$ cat src/rtl/sdram_arb_pkg.sv
// Shared types and widths for the two-port SDRAM Avalon-MM arbiter.
package sdram_arb_pkg;

  localparam int ADDR_W = 25;
  localparam int DATA_W = 32;
  localparam int BE_W   = 4;

  typedef enum logic {IDLE, CMD} state_t;

  // 0 = display fetch engine, 1 = sprite blitter
  typedef logic port_id_t;

endpackage

$ cat src/rtl/sdram_mm_arbiter_if.sv
// Avalon-MM SDRAM slave bus as seen from the arbiter (master) and the memory (slave).
interface sdram_mm_arbiter_if;

  logic [sdram_arb_pkg::ADDR_W-1:0] address;
  logic [sdram_arb_pkg::BE_W-1:0]   byteenable_n;
  logic                             chipselect;
  logic [sdram_arb_pkg::DATA_W-1:0] writedata;
  logic                             read_n;
  logic                             write_n;
  logic [sdram_arb_pkg::DATA_W-1:0] readdata;
  logic                             readdatavalid;
  logic                             waitrequest;

  modport master (
    output address, byteenable_n, chipselect, writedata, read_n, write_n,
    input  readdata, readdatavalid, waitrequest
  );

  modport slave (
    input  address, byteenable_n, chipselect, writedata, read_n, write_n,
    output readdata, readdatavalid, waitrequest
  );

endinterface

$ cat src/rtl/sdram_arb_tag_fifo.sv
// Tag FIFO remembering which port issued each outstanding read, in issue order.
module sdram_arb_tag_fifo
  import sdram_arb_pkg::*;
#(
  parameter int DEPTH = 4
) (
  input  logic     clk,
  input  logic     rst_n,
  input  logic     push,
  input  port_id_t push_id,
  input  logic     pop,
  output port_id_t head,
  output logic     full,
  output logic     empty
);

  localparam int PTR_W = (DEPTH > 1) ? $clog2(DEPTH) : 1;
  localparam int CNT_W = PTR_W + 1;

  port_id_t               mem [DEPTH];
  logic [PTR_W-1:0]       wr_ptr;
  logic [PTR_W-1:0]       rd_ptr;
  logic [CNT_W-1:0]       count;
  logic                   wr_en;
  logic                   rd_en;

  assign full  = (count == CNT_W'(DEPTH));
  assign empty = (count == '0);
  assign head  = mem[rd_ptr];
  assign wr_en = push && !full;
  assign rd_en = pop && !empty;

  // NOTE: storage is not reset; count alone decides which entries are live.
  always_ff @(posedge clk) begin
    if (wr_en) mem[wr_ptr] <= push_id;
  end

  always_ff @(posedge clk or negedge rst_n) begin
    if (!rst_n) begin
      wr_ptr <= '0;
      rd_ptr <= '0;
      count  <= '0;
    end else begin
      if (wr_en) wr_ptr <= wr_ptr + PTR_W'(1);
      if (rd_en) rd_ptr <= rd_ptr + PTR_W'(1);
      if (wr_en && !rd_en)      count <= count + CNT_W'(1);
      else if (rd_en && !wr_en) count <= count - CNT_W'(1);
    end
  end

endmodule

$ cat src/rtl/sdram_mm_arbiter.sv
// Shares one Avalon-MM SDRAM slave between the display fetch (port 0) and the blitter (port 1).
module sdram_mm_arbiter
  import sdram_arb_pkg::*;
#(
  parameter int MAX_PENDING  = 4,
  parameter int STARVE_LIMIT = 3
) (
  input  logic              clk_clk,
  input  logic              reset_reset_n,

  input  logic              m0_req,
  input  logic [ADDR_W-1:0] m0_addr,
  output logic              m0_ack,
  output logic [DATA_W-1:0] m0_rdata,
  output logic              m0_rvalid,

  input  logic              m1_req,
  input  logic              m1_we,
  input  logic [ADDR_W-1:0] m1_addr,
  input  logic [DATA_W-1:0] m1_wdata,
  input  logic [BE_W-1:0]   m1_be_n,
  output logic              m1_ack,
  output logic [DATA_W-1:0] m1_rdata,
  output logic              m1_rvalid,

  sdram_mm_arbiter_if.master sdram_mm,
  output logic              err
);

  state_t            state;
  port_id_t          grant;
  logic [3:0]        starve_cnt;

  logic [ADDR_W-1:0] address_q;
  logic [BE_W-1:0]   be_n_q;
  logic              cs_q;
  logic [DATA_W-1:0] wdata_q;
  logic              read_n_q;
  logic              write_n_q;

  port_id_t          fifo_head;
  logic              fifo_full;
  logic              fifo_empty;

  logic              elig0;
  logic              elig1;
  logic              pick1;
  logic              accept;
  logic              rd_pop;

  assign sdram_mm.address      = address_q;
  assign sdram_mm.byteenable_n = be_n_q;
  assign sdram_mm.chipselect   = cs_q;
  assign sdram_mm.writedata    = wdata_q;
  assign sdram_mm.read_n       = read_n_q;
  assign sdram_mm.write_n      = write_n_q;

  // A read may only be issued while a tag slot is free; writes never need one.
  assign elig0  = m0_req && !fifo_full;
  assign elig1  = m1_req && (m1_we || !fifo_full);
  assign pick1  = elig1 && (!elig0 || (starve_cnt >= 4'(STARVE_LIMIT)));

  assign accept = (state == CMD) && cs_q && !sdram_mm.waitrequest;
  assign m0_ack = accept && (grant == 1'b0);
  assign m1_ack = accept && (grant == 1'b1);
  assign rd_pop = sdram_mm.readdatavalid && !fifo_empty;

  sdram_arb_tag_fifo #(.DEPTH(MAX_PENDING)) u_tag_fifo (
    .clk     (clk_clk),
    .rst_n   (reset_reset_n),
    .push    (accept && !read_n_q),
    .push_id (grant),
    .pop     (sdram_mm.readdatavalid),
    .head    (fifo_head),
    .full    (fifo_full),
    .empty   (fifo_empty)
  );

  always_ff @(posedge clk_clk or negedge reset_reset_n) begin
    if (!reset_reset_n) begin
      state      <= IDLE;
      grant      <= 1'b0;
      starve_cnt <= '0;
      address_q  <= '0;
      be_n_q     <= '1;
      cs_q       <= 1'b0;
      wdata_q    <= '0;
      read_n_q   <= 1'b1;
      write_n_q  <= 1'b1;
    end else begin
      case (state)
        IDLE: begin
          if (pick1) begin
            grant      <= 1'b1;
            starve_cnt <= '0;
            cs_q       <= 1'b1;
            address_q  <= m1_addr;
            if (m1_we) begin
              write_n_q <= 1'b0;
              be_n_q    <= m1_be_n;
              wdata_q   <= m1_wdata;
            end else begin
              read_n_q  <= 1'b0;
              be_n_q    <= '0;
            end
            state <= CMD;
          end else if (elig0) begin
            grant <= 1'b0;
            if (elig1) starve_cnt <= starve_cnt + 4'd1;
            cs_q      <= 1'b1;
            address_q <= m0_addr;
            read_n_q  <= 1'b0;
            be_n_q    <= '0;
            state     <= CMD;
          end
        end
        CMD: begin
          // Bus stays frozen until the slave drops waitrequest.
          if (accept) begin
            cs_q      <= 1'b0;
            read_n_q  <= 1'b1;
            write_n_q <= 1'b1;
            state     <= IDLE;
          end
        end
        default: state <= IDLE;
      endcase
    end
  end

  always_ff @(posedge clk_clk or negedge reset_reset_n) begin
    if (!reset_reset_n) begin
      m0_rdata  <= '0;
      m0_rvalid <= 1'b0;
      m1_rdata  <= '0;
      m1_rvalid <= 1'b0;
      err       <= 1'b0;
    end else begin
      m0_rvalid <= rd_pop && (fifo_head == 1'b0);
      m1_rvalid <= rd_pop && (fifo_head == 1'b1);
      if (rd_pop && (fifo_head == 1'b0)) m0_rdata <= sdram_mm.readdata;
      if (rd_pop && (fifo_head == 1'b1)) m1_rdata <= sdram_mm.readdata;
      // Orphan beat: no read outstanding to own it.
      if (sdram_mm.readdatavalid && fifo_empty) err <= 1'b1;
    end
  end

endmodule

$ cat src/flat_wrapper.sv
// flat-port wrapper written by rule: the top's interface ports become plain ports
module sdram_mm_arbiter_flat import sdram_arb_pkg::*;
#(
  parameter int MAX_PENDING  = 4,
  parameter int STARVE_LIMIT = 3
)
  (clk_clk, reset_reset_n, m0_req, m0_addr, m0_ack, m0_rdata, m0_rvalid, m1_req, m1_we, m1_addr, m1_wdata, m1_be_n, m1_ack, m1_rdata, m1_rvalid, err, sdram_mm_address, sdram_mm_byteenable_n, sdram_mm_chipselect, sdram_mm_writedata, sdram_mm_read_n, sdram_mm_write_n, sdram_mm_readdata, sdram_mm_readdatavalid, sdram_mm_waitrequest);
  sdram_mm_arbiter_if sdram_mm_i ();
  input  logic clk_clk;
  input  logic reset_reset_n;
  input  logic m0_req;
  input  logic [ADDR_W-1:0] m0_addr;
  output logic m0_ack;
  output logic [DATA_W-1:0] m0_rdata;
  output logic m0_rvalid;
  input  logic m1_req;
  input  logic m1_we;
  input  logic [ADDR_W-1:0] m1_addr;
  input  logic [DATA_W-1:0] m1_wdata;
  input  logic [BE_W-1:0] m1_be_n;
  output logic m1_ack;
  output logic [DATA_W-1:0] m1_rdata;
  output logic m1_rvalid;
  output logic err;
  output wire logic [$bits(sdram_mm_i.address)-1:0] sdram_mm_address;
  output wire logic [$bits(sdram_mm_i.byteenable_n)-1:0] sdram_mm_byteenable_n;
  output wire logic [$bits(sdram_mm_i.chipselect)-1:0] sdram_mm_chipselect;
  output wire logic [$bits(sdram_mm_i.writedata)-1:0] sdram_mm_writedata;
  output wire logic [$bits(sdram_mm_i.read_n)-1:0] sdram_mm_read_n;
  output wire logic [$bits(sdram_mm_i.write_n)-1:0] sdram_mm_write_n;
  input wire logic [$bits(sdram_mm_i.readdata)-1:0] sdram_mm_readdata;
  input wire logic [$bits(sdram_mm_i.readdatavalid)-1:0] sdram_mm_readdatavalid;
  input wire logic [$bits(sdram_mm_i.waitrequest)-1:0] sdram_mm_waitrequest;
  assign sdram_mm_address = sdram_mm_i.address;
  assign sdram_mm_byteenable_n = sdram_mm_i.byteenable_n;
  assign sdram_mm_chipselect = sdram_mm_i.chipselect;
  assign sdram_mm_writedata = sdram_mm_i.writedata;
  assign sdram_mm_read_n = sdram_mm_i.read_n;
  assign sdram_mm_write_n = sdram_mm_i.write_n;
  assign sdram_mm_i.readdata = sdram_mm_readdata;
  assign sdram_mm_i.readdatavalid = sdram_mm_readdatavalid;
  assign sdram_mm_i.waitrequest = sdram_mm_waitrequest;
  sdram_mm_arbiter #(.MAX_PENDING(MAX_PENDING), .STARVE_LIMIT(STARVE_LIMIT)) u_core (.clk_clk(clk_clk), .reset_reset_n(reset_reset_n), .m0_req(m0_req), .m0_addr(m0_addr), .m0_ack(m0_ack), .m0_rdata(m0_rdata), .m0_rvalid(m0_rvalid), .m1_req(m1_req), .m1_we(m1_we), .m1_addr(m1_addr), .m1_wdata(m1_wdata), .m1_be_n(m1_be_n), .m1_ack(m1_ack), .m1_rdata(m1_rdata), .m1_rvalid(m1_rvalid), .sdram_mm(sdram_mm_i), .err(err));
endmodule
$ cat config.mk
export PLATFORM = sky130hd
export DESIGN_NAME = sdram_mm_arbiter_flat
export DESIGN_NICKNAME = d
export VERILOG_FILES = /design/src/rtl/sdram_arb_pkg.sv /design/src/rtl/sdram_mm_arbiter_if.sv /design/src/rtl/sdram_arb_tag_fifo.sv /design/src/rtl/sdram_mm_arbiter.sv /design/src/flat_wrapper.sv
export SDC_FILE = /design/constraint.sdc
export NUM_CORES = 1
export LEC_CHECK = 0
export ABC_AREA = 0
export CORE_MARGIN = 2
export CORE_UTILIZATION = 39
export CTS_BUF_LIST = sky130_fd_sc_hd__clkbuf_8
export CTS_CLUSTER_SIZE = 8
export DETAILED_ROUTE_END_ITERATION = 8
export MAX_ROUTING_LAYER = met4
export PLACE_DENSITY = 0.78
export SKIP_CTS_REPAIR_TIMING = 1
export SLEW_MARGIN = 20
export SYNTH_ARGS = -nofsm -noshare
export SYNTH_HDL_FRONTEND = slang
export SYNTH_SLANG_ARGS = --single-unit
$ cat constraint.sdc
create_clock -name clk_clk -period 2.15 [get_ports clk_clk]
set_input_delay 0.215 -clock clk_clk [delete_from_list [all_inputs] [get_ports clk_clk]]
set_output_delay 0.215 -clock clk_clk [all_outputs]
set_load 0.02 [all_outputs]
# Word-level counts from Yosys, hierarchy flattened
# Memories as Yosys holds them, arrays and structs flattened.
# Cells that the tools add are included.
# classes
n_addsub,5
order_cmp,1
n_eq_ne,6
mux,29
bitwise_logic,3
n_reduce_logical,34
# op_table
cell,count
$mux 25,2
$mux 4,6
$logic_and 1x1->1,15
$mux 1,15
$reduce_and 3->1,4
$pmux 1 s2,4
$logic_not 1->1,7
$mux 3,2
$reduce_bool 2->1,3
$add 2x1->2 const B,2
$add 4x1->4 const B,1
$ge 4x2->1 const B,1
$ne 2x2->1 const B,2
$reduce_and 2->1,2
$add 3x1->3 const B,1
$eq 3x3->1 const B,1
$logic_not 3->1,1
$ne 3x1->1 const B,1
$ne 3x3->1 const B,1
$not 1->1,3
$sub 3x1->3 const B,1
$logic_or 1x1->1,2
$ne 2x1->1 const B,1
# word_totals
reg_bits,144
ram_bits,4
output_inout_bits,133
elab_cells,96
memories,1
# memory_table
memory,words,word_bits,read_ports,rd_ports_with_merged_regs,write_ports,line_no,rtl
u_core.u_tag_fifo.mem,4,1,1,0,1,sdram_arb_tag_fifo.sv:20,port_id_t mem [DEPTH];

# Logic depth before layout (Yosys ltp)
# Gate-level depths: netlist of run 1.
# logic_depth
word_depth,8
depth_mapped,9
mapped_depth_nobuf,9

# Hierarchy
# A second synthesis of run 1 with hierarchy kept.
# hier_totals
cells_unflattened,577
hier_area_um2,5999.5
# by_module_without_submodules
module,instances,cells_per_inst,area_each_um2,seq_area_each_um2
sdram_mm_arbiter,1,535,5424.0,3435.8
sdram_arb_tag_fifo,1,42,575.6,295.3

# Worst setup path after synthesis of run 1
# No wires, ideal clock.
# synth_path
path_type,register to register
startpoint,register u_core.cs_q (netlist: u_core.sdram_mm.chipselect)
endpoint,register u_core.u_tag_fifo.count[2]
setup_ns,0.079
arrival_time_ns,2.049
required_time_ns,2.071
setup_slack_ns,0.022
path_stages_with_launch,9
n_path_buf,0
period_less_slack_ns,2.128
cell_sequence,dfrtp_1 -> nand3b_1 -> nor3b_2 -> ha_1 -> inv_1 -> fa_1 -> xor2_1 -> nor2_1 -> xor2_1
# synth_between
elab_chain_cells,7
# synth_rtl
element,line_no,rtl
"start, declared",sdram_mm_arbiter.sv:36,logic cs_q;
"start signal, assigned",sdram_mm_arbiter.sv:86,cs_q <= 1'b0;
"start signal, assigned",sdram_mm_arbiter.sv:96,cs_q <= 1'b1;
"start signal, assigned",sdram_mm_arbiter.sv:110,cs_q <= 1'b1;
$logic_and 1x1->1 * (2 in series),sdram_mm_arbiter.sv:63,assign accept = (state == CMD) && cs_q && !sdram_mm.waitrequest;
$logic_and 1x1->1 *,sdram_mm_arbiter.sv:71,".push (accept && !read_n_q),"
$logic_and 1x1->1 *,sdram_arb_tag_fifo.sv:30,assign wr_en = push && !full;
net u_core.u_tag_fifo.wr_en,sdram_arb_tag_fifo.sv:24,logic wr_en;
$logic_not 1->1,sdram_arb_tag_fifo.sv:47,else if (rd_en && !wr_en) count <= count - CNT_W'(1);
$logic_and 1x1->1,sdram_arb_tag_fifo.sv:47,
$reduce_bool 2->1 (no source line),-,
"end signal, assigned",sdram_arb_tag_fifo.sv:46,if (wr_en && !rd_en) count <= count + CNT_W'(1);
"end signal, assigned",sdram_arb_tag_fifo.sv:47,
"end, declared",sdram_arb_tag_fifo.sv:23,logic [CNT_W-1:0] count;
# The timed path passes the listed nets; every way through them passes the cells marked *.
# A chain may end at the register's enable or synchronous reset.

# Final worst setup path of run 1
# layout_path
startpoint,register u_core.u_tag_fifo.count[1]
endpoint,register u_core.u_tag_fifo.count[1]
# layout_between
elab_chain_cells,6
# layout_rtl
element,line_no,rtl
$eq 3x3->1 *,sdram_arb_tag_fifo.sv:27,assign full = (count == CNT_W'(DEPTH));
$logic_not 1->1 *,sdram_arb_tag_fifo.sv:30,
$logic_and 1x1->1 *,sdram_arb_tag_fifo.sv:30,
net u_core.u_tag_fifo.wr_en,sdram_arb_tag_fifo.sv:24,
$logic_not 1->1,sdram_arb_tag_fifo.sv:47,
$logic_and 1x1->1,sdram_arb_tag_fifo.sv:47,
$reduce_bool 2->1 (no source line),-,
# The timed path passes the listed nets; every way through them passes the cells marked *. The select of a mux whose other input is x is not followed.

==> results of run 1 <==
## cells in the mapped netlist, types with 2 or more instances
library cell	n	area [um^2]
a21o_1	2	15.01
a22o_1	4	35.03
and2_1	6	37.54
buf_2	7	35.03
buf_4	2	15.01
buf_6	4	45.04
clkbuf_1	4	15.01
dfrtp_1	138	3453
dfstp_2	6	157.7
edfxtp_1	4	120.1
ha_1	6	75.07
inv_1	10	37.54
mux2_1	5	56.30
mux2_2	92	1036
mux2i_1	25	250.2
nand2_1	32	120.1
nand3_1	2	10.01
nor2_1	5	18.77
nor2b_1	2	12.51
nor4b_1	2	17.52
o21ai_0	29	145.1
or4b_2	2	20.02
xnor2_1	4	35.03
xor2_1	2	17.52
## logic make-up (layout without fill, tap and decap cells)
kind of cell	Yosys count	after routing	synth area share, %
fa+ha+maj	7	7	1.600
buf+inv	27	323	2.484
flops	148	148	62.78
simple gates	58	58	5.137
mux	123	123	22.97
xor+xnor	6	6	0.8842
compound gates	41	41	4.147
## state kept, by name, summed over array words and instances, names as in the netlist
name                          flops
u_core.m0_rdata                  32
u_core.sdram_mm.writedata        32
u_core.sdram_mm.chipselect        1
u_core.m1_rvalid                  1
u_core.starve_cnt                 4
u_core.sdram_mm.address          25
u_core.u_tag_fifo.rd_ptr          2
u_core.grant                      1
u_core.u_tag_fifo.wr_ptr          2
u_core.m0_rvalid                  1
u_core.m1_rdata                  32
u_core.state                      1
u_core.u_tag_fifo.mem             4
u_core.u_tag_fifo.count           3
u_core.sdram_mm.write_n           1
u_core.sdram_mm.byteenable_n      4
u_core.sdram_mm.read_n            1
u_core.err                        1
## power groups by stage
stage / Clock (W) / Combinational, W / Sequential, W
after floorplan: 0 / 0.00182 / 0.00630
final: 0.00216 / 0.00665 / 0.00485
after global routing: 0.00234 / 0.00705 / 0.00503
after global placement: 0 / 0.00657 / 0.00482
after CTS: 0.00222 / 0.00673 / 0.00487
after detailed placement: 0 / 0.00671 / 0.00491
## worst max path at each step
| stage | endpoint | slack (ns) | from |
|---|---|---|---|
| after floorplan | u_core.u_tag_fifo.count[2] | 0.02 | u_core.sdram_mm.chipselect |
| after global placement | u_core.u_tag_fifo.count[2] | 0.03 | sdram_mm_waitrequest |
| after detailed placement | u_core.u_tag_fifo.count[2] | -0.09 | sdram_mm_waitrequest |
| after CTS | m1_ack | 0.03 | u_core.sdram_mm.chipselect |
| after global routing | u_core.u_tag_fifo.count[2] | -0.04 | u_core.u_tag_fifo.count[0] |
| final | u_core.u_tag_fifo.count[1] | 0.07 | u_core.u_tag_fifo.count[1] |
## routing by layer
layer	GRT usage [%]	wire length, um
met5	-	0
met4	6.335	263
met3	6.951	1269
met2	31.68	7374
met1	22.23	6121
## layout make-up
cell class	count	share of cell area [%]
clock buffer	18	2.654
tap	188	2.520
multi-input combinational	235	22.45
timing repair buffer	281	30.38
inverter	10	0.4021
clock inverter	14	1.622
sequential	148	39.97
## stage by stage
step / std cells / util [%] / setup TNS (ns) / total power (W) / setup slack (ns)
CTS: 893 / 62.00 / 0 / 0.01381 / 0.03243
global route: 894 / 62.10 / -0.03670 / 0.01442 / -0.03670
finish: 894 / 62.10 / 0 / 0.01366 / 0.06859
detailed placement: 861 / 59.34 / -0.08803 / 0.01162 / -0.08803
floorplan: 410 / - / 0 / 0.008114 / 0.02224
global placement: 861 / 59.34 / 0 / 0.01139 / 0.02970
## cells in the final DEF (no fill, tap or decap), types with 3 or more instances in the layout
master,Yosys,final
buf_12,0,6
o21ai_0,29,29
mux2_2,92,92
inv_6,0,3
ha_1,6,6
clkinv_4,0,4
mux2i_1,25,25
clkdlybuf4s50_1,0,254
dfstp_2,6,6
clkinv_2,0,3
nand2_1,32,32
buf_4,2,17
and2_1,6,6
dfrtp_1,138,138
mux2_1,5,5
xnor2_1,4,4
inv_1,10,11
clkbuf_8,0,18
edfxtp_1,4,4
nor2_1,5,4
a22o_1,4,4
==> results.md, run 1 <==
- Routed len/inst: 16.81 um
- Switching share of power: 36.20%
- Peak supply drop: 0.7236 mV
- Antenna cell count: 0
- I/O pins: 258
- Setup violators final: 0
- Min Tclk post-route: 2.081 ns
- Relative slew slack: 61.29%
- Max stage delay on crit path: 0.44 ns
- Share of layout cells above drive strength 1: 23.09%
- Vias per cell: 4.827
- Worst R2R Start: u_core.u_tag_fifo.count[1]
- Async set-reset flop share out of synthesis: 97.30%
- Site Rows: 45
- Fin. max-slew vios: 0
- H-tree levels: 4
- Buf+Inv Stages, Crit Path: 1
- Outcome: completed
- Final Hold Vio Count: 0
- Register share of total power: 35.5%
- Reg area: 0.003731 mm^2
- Crit path kind: reg2reg
- EDFF count, synth: 4
- Pin count of the biggest net entering global routing: 55
- PD cells: 1464 mW/mm^2
- Max Cap Viol: 0
- Worst r2r path cells: 6
- RSZ-0062 raised after global routing: yes
- Cell Area, Placed: 0.008921 mm^2
- NumNets Final: 825
- Crit path DAT: 2.39 ns
- Worst path top cell family by delay: simple AND/OR/NAND/NOR gates
- Comb pwr share: 48.7%
- Worst Setup Start Kind: flip-flop
- R2R setup slack: 0.07 ns
- Insertion delay to the later sink of the worst-skew pair: 0.43 ns
- First-pass GRT wire length: 23.49 mm
- Die H: 127.4 um
- Total Routed Length: 15.03 mm
- Worst path depth: 6
- Area Growth Syn to Fin: 57.07%
- Crit-path max FO: 4
- Core area: 0.01503 mm^2
- Initial antenna violation count: 0
- Yosys cell types: 39
- Clock transition at path regs: 0.09 ns
- CTS root buf: clkbuf_8
- Clock sinks: 148
- Multi-input gate area: 0.002096 mm^2
- Cells along the critical path: or3b_4 -> nor3b_2 -> ha_1 -> inv_1 -> fa_1 -> mux2_2
- Die area: 0.01624 mm^2
- Hold WS: 0.2851 ns
- Gr ovfl total: 0
- Pint: 0.008717 W
- Clock share of power: 15.8%
- R2R Path End: u_core.u_tag_fifo.count[1]
- Filler instances: 1112
- Die width: 127.4 um
- Final Skew: 0.01556 ns
- Syn nets: 542
- Sw power: 0.004947 W
- Lkg Pwr: 4.023 nW
- Main synth FF type: dfrtp_1
- Number of port buffers: 257
- CP max stage cell: or3b_4
- CP Data Required Time: 2.46 ns
- Cells after synthesis: 410
- Drt initial violations: 169
- Detailed-router iteration count before antenna repair: 5
- Mapped Area: 0.005943 mm^2
- Initial Util: 39.53%
- DRC errors left: 0
- CP endpoint kind: flip-flop
- Worst Hold Class: in2async
- Worst-margin pin slew: 0.5726 ns
- DR vias: 4315
- GP Congestion: 0.8044
- CTS Buf Count: 17
- DP HPWL: 11.47 mm
- Sequential fraction of the synthesis area: 62.78%
- Clock tree buffer depth: 2
- Vias in the first global route: 4637
- Final Cell Area: 0.009335 mm^2
- Synthesized area per cell: 14.50 um^2
- Synth warnings: 0
- Post-route antenna net violation count: 0
- Seq cells post-synth: 148
- Tcrit/Tclk final: 96.81%
- Max Fclk: 0.4804 GHz
- Total track usage: 19.34%
- CTS tree: yes
No activity file was read; power rests on OpenSTA's default activity.
==> run 2, diff against run 1 <==
--- a/config.mk
+++ b/config.mk
@@ -6,12 +6,12 @@
 export NUM_CORES = 1
 export LEC_CHECK = 0
 export ABC_AREA = 0
-export CORE_MARGIN = 2
+export CORE_MARGIN = 5
 export CORE_UTILIZATION = 39
 export CTS_BUF_LIST = sky130_fd_sc_hd__clkbuf_8
+export CTS_CLUSTER_DIAMETER = 100
 export CTS_CLUSTER_SIZE = 8
 export DETAILED_ROUTE_END_ITERATION = 8
-export MAX_ROUTING_LAYER = met4
 export PLACE_DENSITY = 0.78
 export SKIP_CTS_REPAIR_TIMING = 1
 export SLEW_MARGIN = 20
==> results.md, run 2 (synthesis gave the netlist of run 1 again) <==
- Outcome: completed (unchanged)
- Antenna cell count: 0 (unchanged)
- Tcrit/Tclk final: 98.62% (was 96.81%)
- Setup TNS Final: 0 ns (unchanged)
- Most common cell after layout, fill and taps aside: clkdlybuf4s50_1 (unchanged)
- Crit-path max FO: 2 (was 4)
- Crit path kind: reg2reg (unchanged)
- Initial antenna violation count: 0 (unchanged)
- CTS tree: yes (unchanged)
- Relative slew slack: 60.36% (was 61.29%)
- Gr ovfl total: 0 (unchanged)
- Post-route antenna net violation count: 0 (unchanged)
- Die H: 133.4 um (was 127.4 um)
- Setup violators final: 0 (unchanged)
- Filler instances: 1122 (was 1112)
- Vias per cell: 4.780 (was 4.827)
- Die width: 133.4 um (was 127.4 um)
- Clock sinks: 148 (unchanged)
- Design Power: 0.01412 W (was 0.01366 W)
- First-pass GRT wire length: 25.03 mm (was 23.49 mm)
- Total track usage: 17.93% (was 19.34%)
- DP HPWL: 12.18 mm (was 11.47 mm)
- Drt initial violations: 133 (was 169)
- I/O pins: 258 (unchanged)
- CP Data Required Time: 2.47 ns (was 2.46 ns)
- Pin count of the biggest net entering global routing: 57 (was 55)
- Commonest cells after routing, fill and taps aside: 254 x clkdlybuf4s50_1, 138 x dfrtp_1, 91 x mux2_2 (was 254 x clkdlybuf4s50_1, 138 x dfrtp_1, 92 x mux2_2)
- PD cells: 1487 mW/mm^2 (was 1464 mW/mm^2)
- Min Tclk post-route: 2.120 ns (was 2.081 ns)
- Fin. max-slew vios: 0 (unchanged)
- Final Hold Vio Count: 0 (unchanged)
- Worst Setup Start Kind: flip-flop (unchanged)
- Final worst slack: 0.02959 ns (was 0.06859 ns)
- Area Growth Syn to Fin: 59.73% (was 57.07%)
- H-tree levels: 4 (unchanged)
- DRC errors left: 0 (unchanged)
- Clock tree buffer depth: 2 (unchanged)
- CTS Buf Count: 17 (unchanged)
- Lkg Pwr: 4.089 nW (was 4.023 nW)
- Crit path DAT: 2.44 ns (was 2.39 ns)
- GP Congestion: 0.8131 (was 0.8044)
- Final Skew: 0.009675 ns (was 0.01556 ns)
- CTS root buf: clkbuf_8 (unchanged)
- Number of port buffers: 257 (unchanged)
- Site Rows: 45 (unchanged)
- Vias in the first global route: 4743 (was 4637)
- Max Cap Viol: 0 (unchanged)
- Detailed-router iteration count before antenna repair: 4 (was 5)
- Die area: 0.01781 mm^2 (was 0.01624 mm^2)
- NumNets Final: 829 (was 825)
- Worst Hold Class: in2async (unchanged)
- Routed len/inst: 17.44 um (was 16.81 um)
- Worst r2r path cells: 7 (was 6)
- RSZ-0062 raised after global routing: yes (unchanged)
- CP endpoint kind: flip-flop (unchanged)
- Initial Util: 39.39% (was 39.53%)
- R2R setup slack: 0.03 ns (was 0.07 ns)
- Share of layout cells above drive strength 1: 24.37% (was 23.09%)
- DR vias: 4292 (was 4315)
- Clock transition at path regs: 0.08 ns (was 0.09 ns)
- Place WS: -0.3530 ns (was -0.08803 ns)
- Total Routed Length: 15.66 mm (was 15.03 mm)
- Max Fclk: 0.4716 GHz (was 0.4804 GHz)
- Peak supply drop: 0.5475 mV (was 0.7236 mV)
- Core area: 0.01509 mm^2 (was 0.01503 mm^2)
- Insertion delay to the later sink of the worst-skew pair: 0.44 ns (was 0.43 ns)
- Worst-margin pin slew: 0.5863 ns (was 0.5726 ns)
==> run 2: power by group <==
group          total (W)  internal [W]  switching (W)  leakage, nW
Clock            0.00250       0.00143        0.00107        0.239
Sequential       0.00485       0.00412       0.000738         1.78
Combinational    0.00676       0.00358        0.00318         2.07
==> run 2: cell type report <==
type / count / area, um^2 / share of cell area [%]
clock buffer: 18 / 247.7 / 2.610
clock inverter: 14 / 224.0 / 2.359
inverter: 10 / 37.54 / 0.3954
multi-input combinational: 235 / 2122 / 22.35
sequential: 148 / 3731 / 39.30
tap: 188 / 235.2 / 2.478
timing repair buffer: 285 / 2895 / 30.50
==> run 2: path summary, 6_finish.rpt <==
kind,start,to
max,u_core.u_tag_fifo.count[1],u_core.u_tag_fifo.count[1]
min in group clk_clk,m1_be_n[3],u_core.sdram_mm.byteenable_n[3]
max reg2reg,u_core.u_tag_fifo.count[1],u_core.u_tag_fifo.count[1]
min reg2reg,u_core.err,u_core.err
max in group asynchronous,reset_reset_n,u_core.m0_rdata[3]
min,reset_reset_n,u_core.m0_rdata[25]
==> run 2: worst max-delay path: stages, from the launching register on <==
cell and delay (ns):
dfrtp_1 0.38, or3b_4 0.41, buf_6 0.13, nor3b_4 0.14, ha_2 0.19, inv_2 0.05
fa_1 0.42, mux2_4 0.28
==> run 2: layer usage <==
layer / global-route usage (%) / vias up / part of all wire [%]
met3: 8.912 / 21 / 11
met5: 0 / - / 0
li1: - / 2006 / -
met4: 5.429 / 0 / 1.5
met2: 29.88 / 210 / 48
met1: 20.35 / 2055 / 39
==> run 2: metrics by stage <==
stage / hold WS [ns] / utilization [%] / cells / area [um^2]
after floorplan: -0.08059 / - / 410 / 5943
after detailed placement: 0.2017 / 59.15 / 860 / 8926
after CTS: -0.2922 / 62.28 / 892 / 9398
after global placement: 0.1954 / 59.15 / 860 / 8926
final: 0.2850 / 62.91 / 898 / 9493
after global routing: 0.2948 / 62.91 / 898 / 9493
==> run 3, diff against run 2 <==
--- a/config.mk
+++ b/config.mk
@@ -14,7 +14,7 @@
 export DETAILED_ROUTE_END_ITERATION = 8
 export PLACE_DENSITY = 0.78
 export SKIP_CTS_REPAIR_TIMING = 1
-export SLEW_MARGIN = 20
+export SLEW_MARGIN = 25
 export SYNTH_ARGS = -nofsm -noshare
 export SYNTH_HDL_FRONTEND = slang
 export SYNTH_SLANG_ARGS = --single-unit
==> constraint.sdc (replaced) <==
create_clock -name clk_clk -period 2.15 [get_ports clk_clk]
set_input_delay 0.43 -clock clk_clk [delete_from_list [all_inputs] [get_ports clk_clk]]
set_output_delay 0.43 -clock clk_clk [all_outputs]
set_load 0.1 [all_outputs]
==> results.md, run 3 (synthesis gave the netlist of run 1 again) <==
- Clock tree buffer depth: 2 (unchanged)
- Dpl cells: 864 (was 860)
- Crit path kind: reg2reg (unchanged)
- Tcrit/Tclk final: 96.08% (was 98.62%)
- Setup violators final: 0 (unchanged)
- Crit-path max FO: 4 (was 2)
- H-tree levels: 4 (unchanged)
- M1 wire length: 5.901 mm (was 6.132 mm)
- RSZ-0062 raised after global routing: no (was yes)
- DR vias: 4299 (was 4292)
- Share of layout cells above drive strength 1: 43.08% (was 24.37%)
- Post-route antenna net violation count: 0 (unchanged)
- Worst-margin pin slew: 0.5251 ns (was 0.5863 ns)
- Worst Hold Class: reg2reg (was in2async)
- Filler instances: 1202 (was 1122)
- DP HPWL: 12.06 mm (was 12.18 mm)
- Area Growth Syn to Fin: 52.38% (was 59.73%)
- DRC errors left: 0 (unchanged)
- Routed len/inst: 17.13 um (was 17.44 um)
- Clock sinks: 148 (unchanged)
- Met2 Wirelength: 7.564 mm (was 7.585 mm)
- Uppermost layer routed: met4 (unchanged)
- Initial Util: 39.39% (unchanged)
- Most common cell after layout, fill and taps aside: buf_4 (was clkdlybuf4s50_1)
- Total Routed Length: 15.35 mm (was 15.66 mm)
- Crit path DAT: 2.38 ns (was 2.44 ns)
- Final Skew: 0.007516 ns (was 0.009675 ns)
- Hold depth: 1
- Max Cap Viol: 0 (unchanged)
- Insertion delay to the later sink of the worst-skew pair: 0.43 ns (was 0.44 ns)
- Worst Setup Start Kind: flip-flop (unchanged)
- Worst r2r path cells: 6 (was 7)
- Detailed-router iteration count before antenna repair: 4 (unchanged)
- Vias per cell: 4.798 (was 4.780)
- Antenna cell count: 0 (unchanged)
- Clock transition at path regs: 0.07 ns (was 0.08 ns)
- Min Tclk post-route: 2.066 ns (was 2.120 ns)
- Fin. max-slew vios: 0 (unchanged)
- Commonest cells after routing, fill and taps aside: 150 x buf_4, 136 x dfrtp_1, 123 x clkdlybuf4s50_1 (was 254 x clkdlybuf4s50_1, 138 x dfrtp_1, 91 x mux2_2)
- Drt initial violations: 103 (was 133)
- First-pass GRT wire length: 24.15 mm (was 25.03 mm)
- Cells along the critical path: or3b_4 -> nor3b_4 -> ha_2 -> inv_2 -> fa_2 -> mux2_2 (was or3b_4 -> buf_6 -> nor3b_4 -> ha_2 -> inv_2 -> fa_1 -> mux2_4)
- CTS Buf Count: 17 (unchanged)
- Vias in the first global route: 4645 (was 4743)
- Max Fclk: 0.4841 GHz (was 0.4716 GHz)
- CP endpoint kind: flip-flop (unchanged)
- Final cell count without fillers: 896 (was 898)
- CP max stage cell: or3b_4 (was fa_1)
- Final Util: 60.02% (was 62.91%)
- Final Hold Vio Count: 0 (unchanged)
- NumNets Final: 828 (was 829)
- Die H: 133.4 um (unchanged)
- Number of port buffers: 257 (unchanged)
- Die width: 133.4 um (unchanged)
- Max stage delay on crit path: 0.44 ns (was 0.42 ns)
- Outcome: completed (unchanged)
- CTS root buf: clkbuf_8 (unchanged)
- Initial antenna violation count: 0 (unchanged)
- Site Rows: 45 (unchanged)
- CTS tree: yes (unchanged)
- Core area: 0.01509 mm^2 (unchanged)
- Die area: 0.01781 mm^2 (unchanged)
- GP Congestion: 0.7959 (was 0.8131)
- CP Data Required Time: 2.47 ns (about the same)
- Total track usage: 17.34% (was 17.93%)
- Relative slew slack: 64.50% (was 60.36%)
- Pin count of the biggest net entering global routing: 47 (was 57)
- Routed length on met3: 1.556 mm (was 1.709 mm)
- Gr ovfl total: 0 (unchanged)
- I/O pins: 258 (unchanged)
## run 3: cell count changes in the layout (fill, tap and decap cells not counted), moves of 2 or more
cell	previous run	this run
dlymetal6s2s_1	2	0
buf_4	18	150
dfrtp_1	138	136
bufinv_16	5	2
clkdlybuf4s50_1	254	123
clkinvlp_4	0	3
nor2_2	0	3
nor2_1	4	2
clkinv_4	4	1
inv_1	8	10
## run 3: through the flow
| step | setup slack (ns) | hold WS [ns] | cell area, um^2 | TNS [ns] |
|---|---|---|---|---|
| after detailed placement | -0.2109 | 0.3931 | 8663 | -6.440 |
| after CTS | 0.01668 | -0.09968 | 9045 | 0 |
| after global routing | 0.03070 | 0.4923 | 9056 | 0 |
| after floorplan | -0.1047 | 0.1344 | 5963 | -0.2087 |
| after global placement | -0.1918 | 0.3902 | 8663 | -4.312 |
| final | 0.08420 | 0.4625 | 9056 | 0 |
## run 3: area by class of cell
cell class | instances | area (um^2) | share of cell area, %
clock inverter | 13 | 133.9 | 1.478
sequential | 148 | 3736 | 41.25
timing repair buffer | 284 | 2559 | 28.25
inverter | 10 | 37.54 | 0.4145
multi-input combinational | 235 | 2107 | 23.27
clock buffer | 18 | 247.7 | 2.736
tap | 188 | 235.2 | 2.597
## run 3: per-layer routing
layer	GRT usage (%)	vias up
li1	-	2002
met1	19.47	2067
met2	29.26	208
met3	7.477	22
met4	6.743	0
met5	0	-
## run 3: final timing paths
| kind | startpoint | to | slack (ns) |
|---|---|---|---|
| hold / removal | u_core.err | u_core.err | 0.46 |
| min in group asynchronous | reset_reset_n | u_core.m0_rdata[29] | 0.49 |
| setup / recovery | u_core.u_tag_fifo.count[0] | u_core.u_tag_fifo.count[1] | 0.08 |
| hold reg to reg | u_core.err | u_core.err | 0.46 |
| setup reg to reg | u_core.u_tag_fifo.count[0] | u_core.u_tag_fifo.count[1] | 0.08 |
| max in group asynchronous | reset_reset_n | u_core.sdram_mm.byteenable_n[3] | 1.02 |
## run 3: worst max-delay path: cells and delay by family (launching register included)
| family | cells | cell delay, ns |
|---|---|---|
| buf+inv | 1 | 0.06 |
| mux | 1 | 0.27 |
| fa+ha+maj | 2 | 0.61 |
| flops | 1 | 0.40 |
| simple gates | 2 | 0.61 |
Power of run 3 is not shown: default switching activity piles up to over one toggle a cycle in this logic, so the estimate is an artifact.
